File: src/rtl/ps2_rx.sv
// PS/2 device-to-host frame receiver with scan-code decoding for the rsa key-entry stage.
// One pending event is held while stall is high; the newest event wins on overrun.
module ps2_rx #(
    parameter int SYNC_STAGES    = 2,
    parameter int TIMEOUT_CYCLES = 5000
) (
    input  logic       clk,
    input  logic       rst,
    input  logic       stall,
    input  logic       ps2_clk_i,
    input  logic       ps2_dat_i,
    output logic [7:0] ps2_data_o,
    output logic       ps2_valid_o,
    output logic       ps2_done_o,
    output logic       ps2_reset_o,
    output logic       frame_err_o,
    output logic       overrun_o
);

    localparam int TW = $clog2(TIMEOUT_CYCLES + 1);

    typedef enum logic [1:0] {S_IDLE, S_SHIFT, S_CHECK} state_t;
    typedef enum logic [1:0] {EV_DATA, EV_DONE, EV_RESET} ev_t;

    logic [SYNC_STAGES-1:0] clk_sync_q, clk_sync_d;
    logic [SYNC_STAGES-1:0] dat_sync_q, dat_sync_d;
    logic                   clk_prev_q, clk_prev_d;
    state_t                 state_q, state_d;
    logic [3:0]             bit_cnt_q, bit_cnt_d;
    logic [9:0]             shift_q, shift_d;
    logic [TW-1:0]          tmo_q, tmo_d;
    logic                   brk_q, brk_d;
    logic                   pend_q, pend_d;
    ev_t                    pend_ev_q, pend_ev_d;
    logic [7:0]             pend_byte_q, pend_byte_d;
    logic                   valid_q, valid_d;
    logic                   done_q, done_d;
    logic                   reset_q, reset_d;
    logic [7:0]             data_q, data_d;
    logic                   overrun_q, overrun_d;

    logic ps2_clk_s, ps2_dat_s, fall, in_check, frame_ok, new_evt;
    ev_t  new_ev, out_ev;
    logic [7:0] out_byte;
    logic out_fire;

    assign ps2_clk_s = clk_sync_q[SYNC_STAGES-1];
    assign ps2_dat_s = dat_sync_q[SYNC_STAGES-1];
    assign fall      = clk_prev_q & ~ps2_clk_s;
    assign in_check  = (state_q == S_CHECK);
    assign frame_ok  = (^shift_q[8:0]) & shift_q[9];

    always_comb begin
        clk_sync_d = {clk_sync_q[SYNC_STAGES-2:0], ps2_clk_i};
        dat_sync_d = {dat_sync_q[SYNC_STAGES-2:0], ps2_dat_i};
        clk_prev_d = ps2_clk_s;
        if (fall)
            tmo_d = '0;
        else if (tmo_q == TW'(TIMEOUT_CYCLES))
            tmo_d = tmo_q;
        else
            tmo_d = tmo_q + TW'(1);
    end

    // Frame FSM: shift start-stripped bits LSB first so data lands in [7:0], parity [8], stop [9].
    always_comb begin
        state_d   = state_q;
        bit_cnt_d = bit_cnt_q;
        shift_d   = shift_q;
        case (state_q)
            S_IDLE: begin
                if (fall && !ps2_dat_s) begin
                    state_d   = S_SHIFT;
                    bit_cnt_d = 4'd0;
                end
            end
            S_SHIFT: begin
                if (fall) begin
                    shift_d   = {ps2_dat_s, shift_q[9:1]};
                    bit_cnt_d = bit_cnt_q + 4'd1;
                    if (bit_cnt_q == 4'd9)
                        state_d = S_CHECK;
                end else if (tmo_q == TW'(TIMEOUT_CYCLES)) begin
                    state_d = S_IDLE;
                end
            end
            S_CHECK: state_d = S_IDLE;
            default: state_d = S_IDLE;
        endcase
    end

    always_comb begin
        brk_d   = brk_q;
        new_evt = 1'b0;
        new_ev  = EV_DATA;
        if (in_check && frame_ok) begin
            if (shift_q[7:0] == 8'hE0) begin
                brk_d = brk_q;
            end else if (shift_q[7:0] == 8'hF0) begin
                brk_d = 1'b1;
            end else if (brk_q) begin
                brk_d = 1'b0;
            end else begin
                new_evt = 1'b1;
                case (shift_q[7:0])
                    8'h5A:   new_ev = EV_DONE;
                    8'h76:   new_ev = EV_RESET;
                    default: new_ev = EV_DATA;
                endcase
            end
        end
    end

    // An older pending event is presented before a same-cycle new one, which then becomes pending.
    always_comb begin
        pend_d      = pend_q;
        pend_ev_d   = pend_ev_q;
        pend_byte_d = pend_byte_q;
        overrun_d   = overrun_q;
        out_fire    = 1'b0;
        out_ev      = EV_DATA;
        out_byte    = 8'h00;
        if (!stall) begin
            if (pend_q) begin
                out_fire    = 1'b1;
                out_ev      = pend_ev_q;
                out_byte    = pend_byte_q;
                pend_d      = new_evt;
                pend_ev_d   = new_ev;
                pend_byte_d = shift_q[7:0];
            end else if (new_evt) begin
                out_fire = 1'b1;
                out_ev   = new_ev;
                out_byte = shift_q[7:0];
            end
        end else if (new_evt) begin
            if (pend_q)
                overrun_d = 1'b1;
            pend_d      = 1'b1;
            pend_ev_d   = new_ev;
            pend_byte_d = shift_q[7:0];
        end
        valid_d = out_fire && (out_ev == EV_DATA);
        done_d  = out_fire && (out_ev == EV_DONE);
        reset_d = out_fire && (out_ev == EV_RESET);
        data_d  = valid_d ? out_byte : 8'h00;
    end

    always_ff @(posedge clk) begin
        if (rst) begin
            clk_sync_q  <= '1;
            dat_sync_q  <= '1;
            clk_prev_q  <= 1'b1;
            state_q     <= S_IDLE;
            bit_cnt_q   <= 4'd0;
            shift_q     <= 10'd0;
            tmo_q       <= '0;
            brk_q       <= 1'b0;
            pend_q      <= 1'b0;
            pend_ev_q   <= EV_DATA;
            pend_byte_q <= 8'h00;
            valid_q     <= 1'b0;
            done_q      <= 1'b0;
            reset_q     <= 1'b0;
            data_q      <= 8'h00;
            overrun_q   <= 1'b0;
        end else begin
            clk_sync_q  <= clk_sync_d;
            dat_sync_q  <= dat_sync_d;
            clk_prev_q  <= clk_prev_d;
            state_q     <= state_d;
            bit_cnt_q   <= bit_cnt_d;
            shift_q     <= shift_d;
            tmo_q       <= tmo_d;
            brk_q       <= brk_d;
            pend_q      <= pend_d;
            pend_ev_q   <= pend_ev_d;
            pend_byte_q <= pend_byte_d;
            valid_q     <= valid_d;
            done_q      <= done_d;
            reset_q     <= reset_d;
            data_q      <= data_d;
            overrun_q   <= overrun_d;
        end
    end

    assign ps2_data_o  = data_q;
    assign ps2_valid_o = valid_q;
    assign ps2_done_o  = done_q;
    assign ps2_reset_o = reset_q;
    assign frame_err_o = in_check & ~frame_ok;
    assign overrun_o   = overrun_q;

endmodule

File: config.mk
export PLATFORM = sky130hd
export DESIGN_NAME = ps2_rx
export DESIGN_NICKNAME = d
export VERILOG_FILES = /design/src/rtl/ps2_rx.sv
export SDC_FILE = /design/constraint.sdc
export NUM_CORES = 1
export LEC_CHECK = 0
export ABC_AREA = 1
export CAP_MARGIN = 10
export CORE_MARGIN = 2
export CORE_UTILIZATION = 51
export CTS_CLUSTER_SIZE = 40
export DETAILED_ROUTE_END_ITERATION = 6
export PLACE_DENSITY = 0.71
export SYNTH_ARGS = -nofsm -noshare
export SYNTH_HDL_FRONTEND = slang
export SYNTH_SLANG_ARGS = --single-unit
export TNS_END_PERCENT = 1
File: constraint.sdc
create_clock -name clk -period 2.15 [get_ports clk]
set_clock_uncertainty 0.2 [all_clocks]
set_input_delay 0.43 -clock clk [delete_from_list [all_inputs] [get_ports clk]]
set_output_delay 0.43 -clock clk [all_outputs]
set_load 0.03 [all_outputs]
==> flow_summary_export.csv, run 1 <==
group,metric,value,unit
yosys,seq_area_frac_synth,41.7,%
power_and_ir_drop,clock_power_share,47.8,%
clock_network,htreeDepth,3,
yosys,yosysUniqueCellTypes,37,
global_route,antenna_found_initial,0,
critical_path,cpMaxStageDelayCell,"dfxtp_2",
placed_design,dp_hpwl,3.83,mm
route,drt-total-wl,5.45,mm
placed_design,gp_congestion,0.828,
critical_path,worst_path_most_repeated_cell,"nand2_4",
critical_path,rrSetupSlack,-80,ps
clock_network,cts.sinks,58,
critical_path,reg2reg_depth,16,
finish,syn_to_final_growth,25.2,%
clock_network,path_clk_slew,70,ps
power_and_ir_drop,power.internal,1.74,mW
yosys,synth_top_area_share,41.7,%
sta,max_freq,434,MHz
critical_path,cp.depth,11,
route,drc,0,
critical_path,r2r_end,"pend_byte_q[6]$_SDFFE_PP0P_",
route,routed_via_density,4.88,
clock_network,cts-root-buf,"clkbuf_8",
yosys,syn_inst,364,
yosys,synth_largest_area_cell,"dfxtp_1",
floorplan,fp.dieW,77.9,um
power_and_ir_drop,power.switching,468,uW
power_and_ir_drop,power.density,632,nW/um2
critical_path,worst-path-max-fanout,2,
power_and_ir_drop,total_power,2.20,mW
critical_path,critPathArrivalTime,1670,ps
critical_path,required,1520,ps
critical_path,cp-end-kind,"output pin",
floorplan,core_area,5200,um2
finish,insertedDiodeCount,0,
route,drt_iter0_drc,88,
floorplan,dieArea,6070,um2
power_and_ir_drop,peakVddDrop,0.485,mV
critical_path,critPathTopFamily,"simple AND/OR/NAND/NOR gates",
clock_network,cts_buffer_depth,2,
sta,min_period_over_period,107,%
placed_design,portBuffers,17,
global_route,grt_pass1_wl,9.56,mm
yosys,synth.net_count,383,
clock_network,clk-insertion-delay-late,330,ps
run_status,failed_checks,"setup timing",
global_route,grt_pass1_vias,2190,
run,cap_viol_max_count,0,
finish,drive_gt1_share,25.9,%
finish,nets,423,
yosys,synth_area,2790,um2
route,dr_total_vias,2336,
critical_path,cpPeakStageDelay,330,ps
run_status,status,"complete, but fails checks",
sta,layout_min_cycle_time,2300,ps
power_and_ir_drop,p_seq_share,49.5,%
floorplan,start_util,53.6,%
critical_path,path_class,"flop to output pin",
yosys,synthArstFlopShare,0,%
sta,rsz0062_at_grt,"true",
yosys,yosysWarnings,0,
clock_network,hold_buffers,0,
critical_path,reg2reg_from,"shift_q[7]$_SDFFE_PP0P_",
global_route,grt_max_degree,19,
critical_path,startpoint,"shift_q[7]$_SDFFE_PP0P_",
sta,setup_viol_count_final,20,
power_and_ir_drop,p_leak,1.45,nW
yosys,synth.avg_cell_area,7.66,um2
placed_design,pre_cts_ws,7.82,ps
sta,finalHoldViolCount,0,
floorplan,rows,26,
sta,worst_slew_pin_slew,445,ps
floorplan,die_h,77.9,um
sta,setup_ws,-155,ps
hold_path,min_path_type,"flop to flop",
finish,layout_common_cells,"53 x inv_1, 53 x dfxtp_1, 43 x nand2_1, 38 x nor2_1, 27 x a21oi_1",
global_route,grt.total_usage,19.9,%
yosys,synth_area_leaders,"dfxtp_1 42%, inv_1 8.1%, ha_1 6.3%",
critical_path,path_cells,"inv_2 > ha_4 > inv_2 > nand2_4 > nand2_4 > nand2_4 > nand3_2 > nand2_2 > o21ai_2 > inv_1 > buf_6",
critical_path,endpoint,"frame_err_o",
route,wl_per_cell,11.4,um
yosys,ys.flop_type,"dfxtp_1",
yosys,synth_edf_count,0,
global_route,grt-ovfl-total,0,
critical_path,start_kind,"flop",
sta,drv_slew,0,
route,firstDrtPassIters,4,
floorplan,io_pins,18,
power_and_ir_drop,comb_power_share,2.7,%
sta,relSlewSlack,70.3,%
power_and_ir_drop,p_sw_share,21.2,%
clock_network,cts_buffers,9,
clock_network,tritoncts,"built",
yosys,synth_seq_cells,58,
route,ant_nets,0,
sta,timing.hold.ws,208,ps
critical_path,path_buf_inv,4,
## area by class of cell
class                   count  area (um2)
well taps                  70        87.6
clock buffers              12         165
repair buffers             38         329
flip-flops and latches     58        1170
clock inverters             4        48.8
inverters                  65         249
fillers                   461        1720
multi-input cells         232        1440
## sequential cells by signal (all words and copies together) (netlist names), 2 cells and up
register / count
bit_cnt_q: 4
state_q: 2
tmo_q: 13
pend_ev_q: 2
ps2_data_o: 8
clk_sync_q: 2
dat_sync_q: 2
shift_q: 10
pend_byte_q: 8
## per-stage QoR
| step | setup TNS [ps] | std cells | area, um2 | util, % |
|---|---|---|---|---|
| 2_1_floorplan | 0 | 364 | 2790 | - |
| 3_3_place_gp | 0 | 459 | 3120 | 59.9 |
| 3_5_place_dp | 0 | 459 | 3120 | 59.9 |
| 4_1_cts | -671 | 479 | 3480 | 66.9 |
| 5_1_grt | -4470 | 479 | 3490 | 67.0 |
| 6_report | -1060 | 479 | 3490 | 67.0 |
## synth_stat cells, types with 2 or more instances
library cell,n
a21oi_1,27
a21oi_2,2
buf_2,2
buf_4,2
clkbuf_1,3
dfxtp_1,58
ha_1,14
inv_1,60
inv_2,3
nand2_1,46
nand2_2,3
nand2_4,2
nand3_1,17
nand3_2,12
nand4_1,4
nor2_1,42
nor2_2,10
nor3_1,9
o21a_1,3
o21ai_0,24
or2_2,5
## worst reg2reg max path: stages (launching register included)
cell,delay (ps)
dfxtp_2,330
inv_2,50
ha_4,260
nand2_2,90
nand2_4,90
nand2_4,70
nand3_2,60
nand2_2,60
buf_4,140
nor2_4,120
nand3_4,120
inv_6,130
nand2_4,50
nand2_1,70
inv_2,90
nor2_1,120
nor2_1,50
## power by group through the flow
stage	Clock [mW]	Sequential, mW	Combinational, mW
after floorplan	0	1.11	0.0370
after global placement	0	1.11	0.0548
after detailed placement	0	1.11	0.0561
after CTS	1.08	1.09	0.0587
after global routing	1.13	1.09	0.0664
final	1.05	1.09	0.0584
## how the worst min path moves through the flow
stage / start / endpoint / cells past startpoint
2_1_floorplan: clk_sync_q[0]$_SDFF_PP1_ / clk_sync_q[1]$_SDFF_PP1_ / 1
3_3_place_gp: dat_sync_q[0]$_SDFF_PP1_ / dat_sync_q[1]$_SDFF_PP1_ / 1
3_5_place_dp: clk_sync_q[0]$_SDFF_PP1_ / clk_sync_q[1]$_SDFF_PP1_ / 1
4_1_cts: clk_sync_q[0]$_SDFF_PP1_ / clk_sync_q[1]$_SDFF_PP1_ / 1
5_1_grt: clk_sync_q[0]$_SDFF_PP1_ / clk_sync_q[1]$_SDFF_PP1_ / 1
6_report: clk_sync_q[0]$_SDFF_PP1_ / clk_sync_q[1]$_SDFF_PP1_ / 1
## repair_timing
item,CTS,global route
resized for setup,32,2
setup buffers,4,0
setup endpoints to repair,8,23
pin swaps,11,3
## per-layer routing
| layer | vias up | GRT usage (%) | wire [um] |
|---|---|---|---|
| met5 | - | 0 | 0 |
| met4 | 0 | 7.37 | 73 |
| met3 | 7 | 5.93 | 176 |
| met2 | 33 | 30.9 | 2490 |
| met1 | 1065 | 26.0 | 2720 |
| li1 | 1231 | - | - |
## cells by family after synthesis
logic type / Yosys count / synth area share [%]
buffers and inverters: 74 / 10.8
and+or+nand+nor: 156 / 28.7
adders and majority gates: 14 / 6.28
xor gates and xnor gates: 2 / 0.898
AOI/OAI and AO/OA: 60 / 11.7
DFF: 58 / 41.7
Power figures use the tool's default switching activity.
==> inputs of run 2 (changes only) <==
CORE_MARGIN = 5   (was 2)
SLEW_MARGIN = 20   (was unset)
==> run 2 against run 1 <==
Against the previous run:
- the run still ends with setup timing left
- hold slack about the same
- wire length fell by 0.83%
- sequential power about the same
- power fell by 1.4%
- via count fell by 1.6%
- sequential cell count unchanged
- final area shrank 0.61%
- global-route usage is 2.9 points lower
- maximum frequency down 1.5%
==> flow_summary_export.csv, run 2 (synthesis results as in run 1) <==
group,metric,value,unit
run_status,status,"complete, but fails checks",
run_status,failed_checks,"setup timing",
placed_design,placed_area,3120,um2
placed_design,dp_hpwl,3.86,mm
finish,regArea,1170,um2
sta,rsz0062_at_grt,"true",
critical_path,cp-end-kind,"output pin",
clock_network,cts-root-buf,"clkbuf_8",
power_and_ir_drop,peakVddDrop,0.362,mV
placed_design,gp_congestion,0.883,
global_route,grt.total_usage,16.9,%
finish,layout_common_cells,"57 x inv_1, 54 x dfxtp_1, 42 x nand2_1, 36 x nor2_1, 27 x a21oi_1",
clock_network,cts.sinks,58,
sta,setup_ws,-191,ps
run,cap_viol_max_count,0,
route,routed_via_density,4.81,
hold_path,min_path_type,"flop to flop",
route,drc,0,
finish,nets,420,
sta,layout_min_cycle_time,2340,ps
global_route,antenna_found_initial,0,
sta,worst_slew_pin_slew,428,ps
placed_design,portBuffers,17,
critical_path,start_kind,"flop",
floorplan,die_h,83.9,um
sta,min_period_over_period,109,%
route,ant_nets,0,
floorplan,fp.dieW,83.9,um
finish,reg_top3,"tmo_q x13, shift_q x10",
sta,finalHoldViolCount,0,
finish,insertedDiodeCount,0,
finish,largest_reg_flops,13,
clock_network,clk-insertion-delay-late,340,ps
placed_design,pre_cts_ws,-6.60,ps
hold_path,hp-start,"dat_sync_q[0]$_SDFF_PP1_",
power_and_ir_drop,p_leak,1.42,nW
floorplan,start_util,51.6,%
power_and_ir_drop,power.density,627,nW/um2
clock_network,cts_buffer_depth,2,
finish,fin_area,3470,um2
finish,multi_input_area,1450,um2
route,wl_per_cell,11.3,um
critical_path,critPathArrivalTime,1710,ps
floorplan,core_area,5410,um2
critical_path,cpPeakStageDelay,330,ps
route,dr_total_vias,2298,
clock_network,hold_buffers,0,
sta,drv_slew,0,
critical_path,reg2reg_from,"shift_q[7]$_SDFFE_PP0P_",
clock_network,path_clk_slew,70,ps
floorplan,rows,27,
global_route,grt-ovfl-total,0,
global_route,grt_pass1_wl,9.51,mm
sta,max_freq,427,MHz
finish,drive_gt1_share,24.4,%
route,drt_iter0_drc,160,
critical_path,cpMaxStageDelayCell,"dfxtp_2",
sta,setup_viol_count_final,17,
critical_path,required,1520,ps
critical_path,startpoint,"shift_q[7]$_SDFFE_PP0P_",
finish,num-fill-cells,483,
floorplan,dieArea,7040,um2
route,firstDrtPassIters,4,
route,drt-total-wl,5.41,mm
clock_network,cts_buffers,9,
finish,syn_to_final_growth,24.4,%
critical_path,path_class,"flop to output pin",
critical_path,worst-path-max-fanout,2,
global_route,grt_pass1_vias,2144,
critical_path,path_cells,"inv_2 > ha_4 > inv_2 > nand2_4 > nand2_2 > nand2_4 > a21oi_4 > o21ai_2 > inv_1 > buf_6",
finish,largest-register,"tmo_q",
clock_network,htreeDepth,3,
floorplan,io_pins,18,
sta,relSlewSlack,71.4,%
clock_network,tritoncts,"built",
finish,final_common_cell,"inv_1",
global_route,grt_max_degree,19,
run 2: cell count changes in the layout (fill, tap and decap cells not counted), sizes merged:
cell / delta
buf: -3
clkinv: -2
clkinvlp: +2
run 2: path summary, 6_finish.rpt:
| check | endpoint | slack (ps) | depth (start not counted) |
|---|---|---|---|
| worst max-delay path | frame_err_o | -190 | 10 |
| worst min-delay path | dat_sync_q[1]$_SDFF_PP1_ | 210 | 1 |
| worst max register to register | pend_byte_q[3]$_SDFFE_PP0P_ | -50 | 17 |
| worst min register to register | dat_sync_q[1]$_SDFF_PP1_ | 210 | 1 |
run 2: through the flow:
step / TNS [ps] / power, mW / hold WS [ps] / utilization (%) / instances
floorplan: 0 / 1.15 / 189 / - / 364
global placement: 0 / 1.17 / 190 / 57.7 / 461
detailed placement: -6.60 / 1.17 / 193 / 57.7 / 461
CTS: -763 / 2.20 / 209 / 63.3 / 478
global route: -3800 / 2.27 / 223 / 64.2 / 478
finish: -673 / 2.17 / 208 / 64.2 / 478
run 2: critical path, delay by kind of cell, from the launching register on:
kind	cells	cell delay, ps
and+or+nand+nor	3	210
DFF	1	330
adders and majority gates	1	220
AOI/OAI and AO/OA	2	280
buffers and inverters	4	330
run 2: routing by layer:
metal,up-vias,part of all wire [%],GRT usage [%]
li1,1226,-,-
met1,1038,49,22.1
met2,26,45,25.6
met3,8,3.6,5.33
met4,0,2.0,7.46
met5,-,0,0
run 2: where the power goes:
| group | switching, mW | total [mW] | internal (mW) | leakage, nW |
|---|---|---|---|---|
| Sequential | 0.00716 | 1.09 | 1.08 | 0.471 |
| Combinational | 0.0334 | 0.0572 | 0.0238 | 0.851 |
| Clock | 0.429 | 1.03 | 0.596 | 0.0986 |
run 2: layout make-up:
cell class / instances / area share [%]
clock inverter: 4 / 1.44
multi-input combinational: 232 / 41.7
sequential: 58 / 33.6
tap: 72 / 2.60
clock buffer: 12 / 4.47
inverter: 65 / 7.25
timing repair buffer: 35 / 8.95
run 2: timing repair:
| item | in CTS | in global routing |
|---|---|---|
| endpoints found under the hold margin | 0 | 0 |
| buffers inserted | 1 | 0 |
| pin swaps | 7 | 7 |
| setup endpoints to repair | 10 | 24 |
| resized for setup | 17 | 16 |
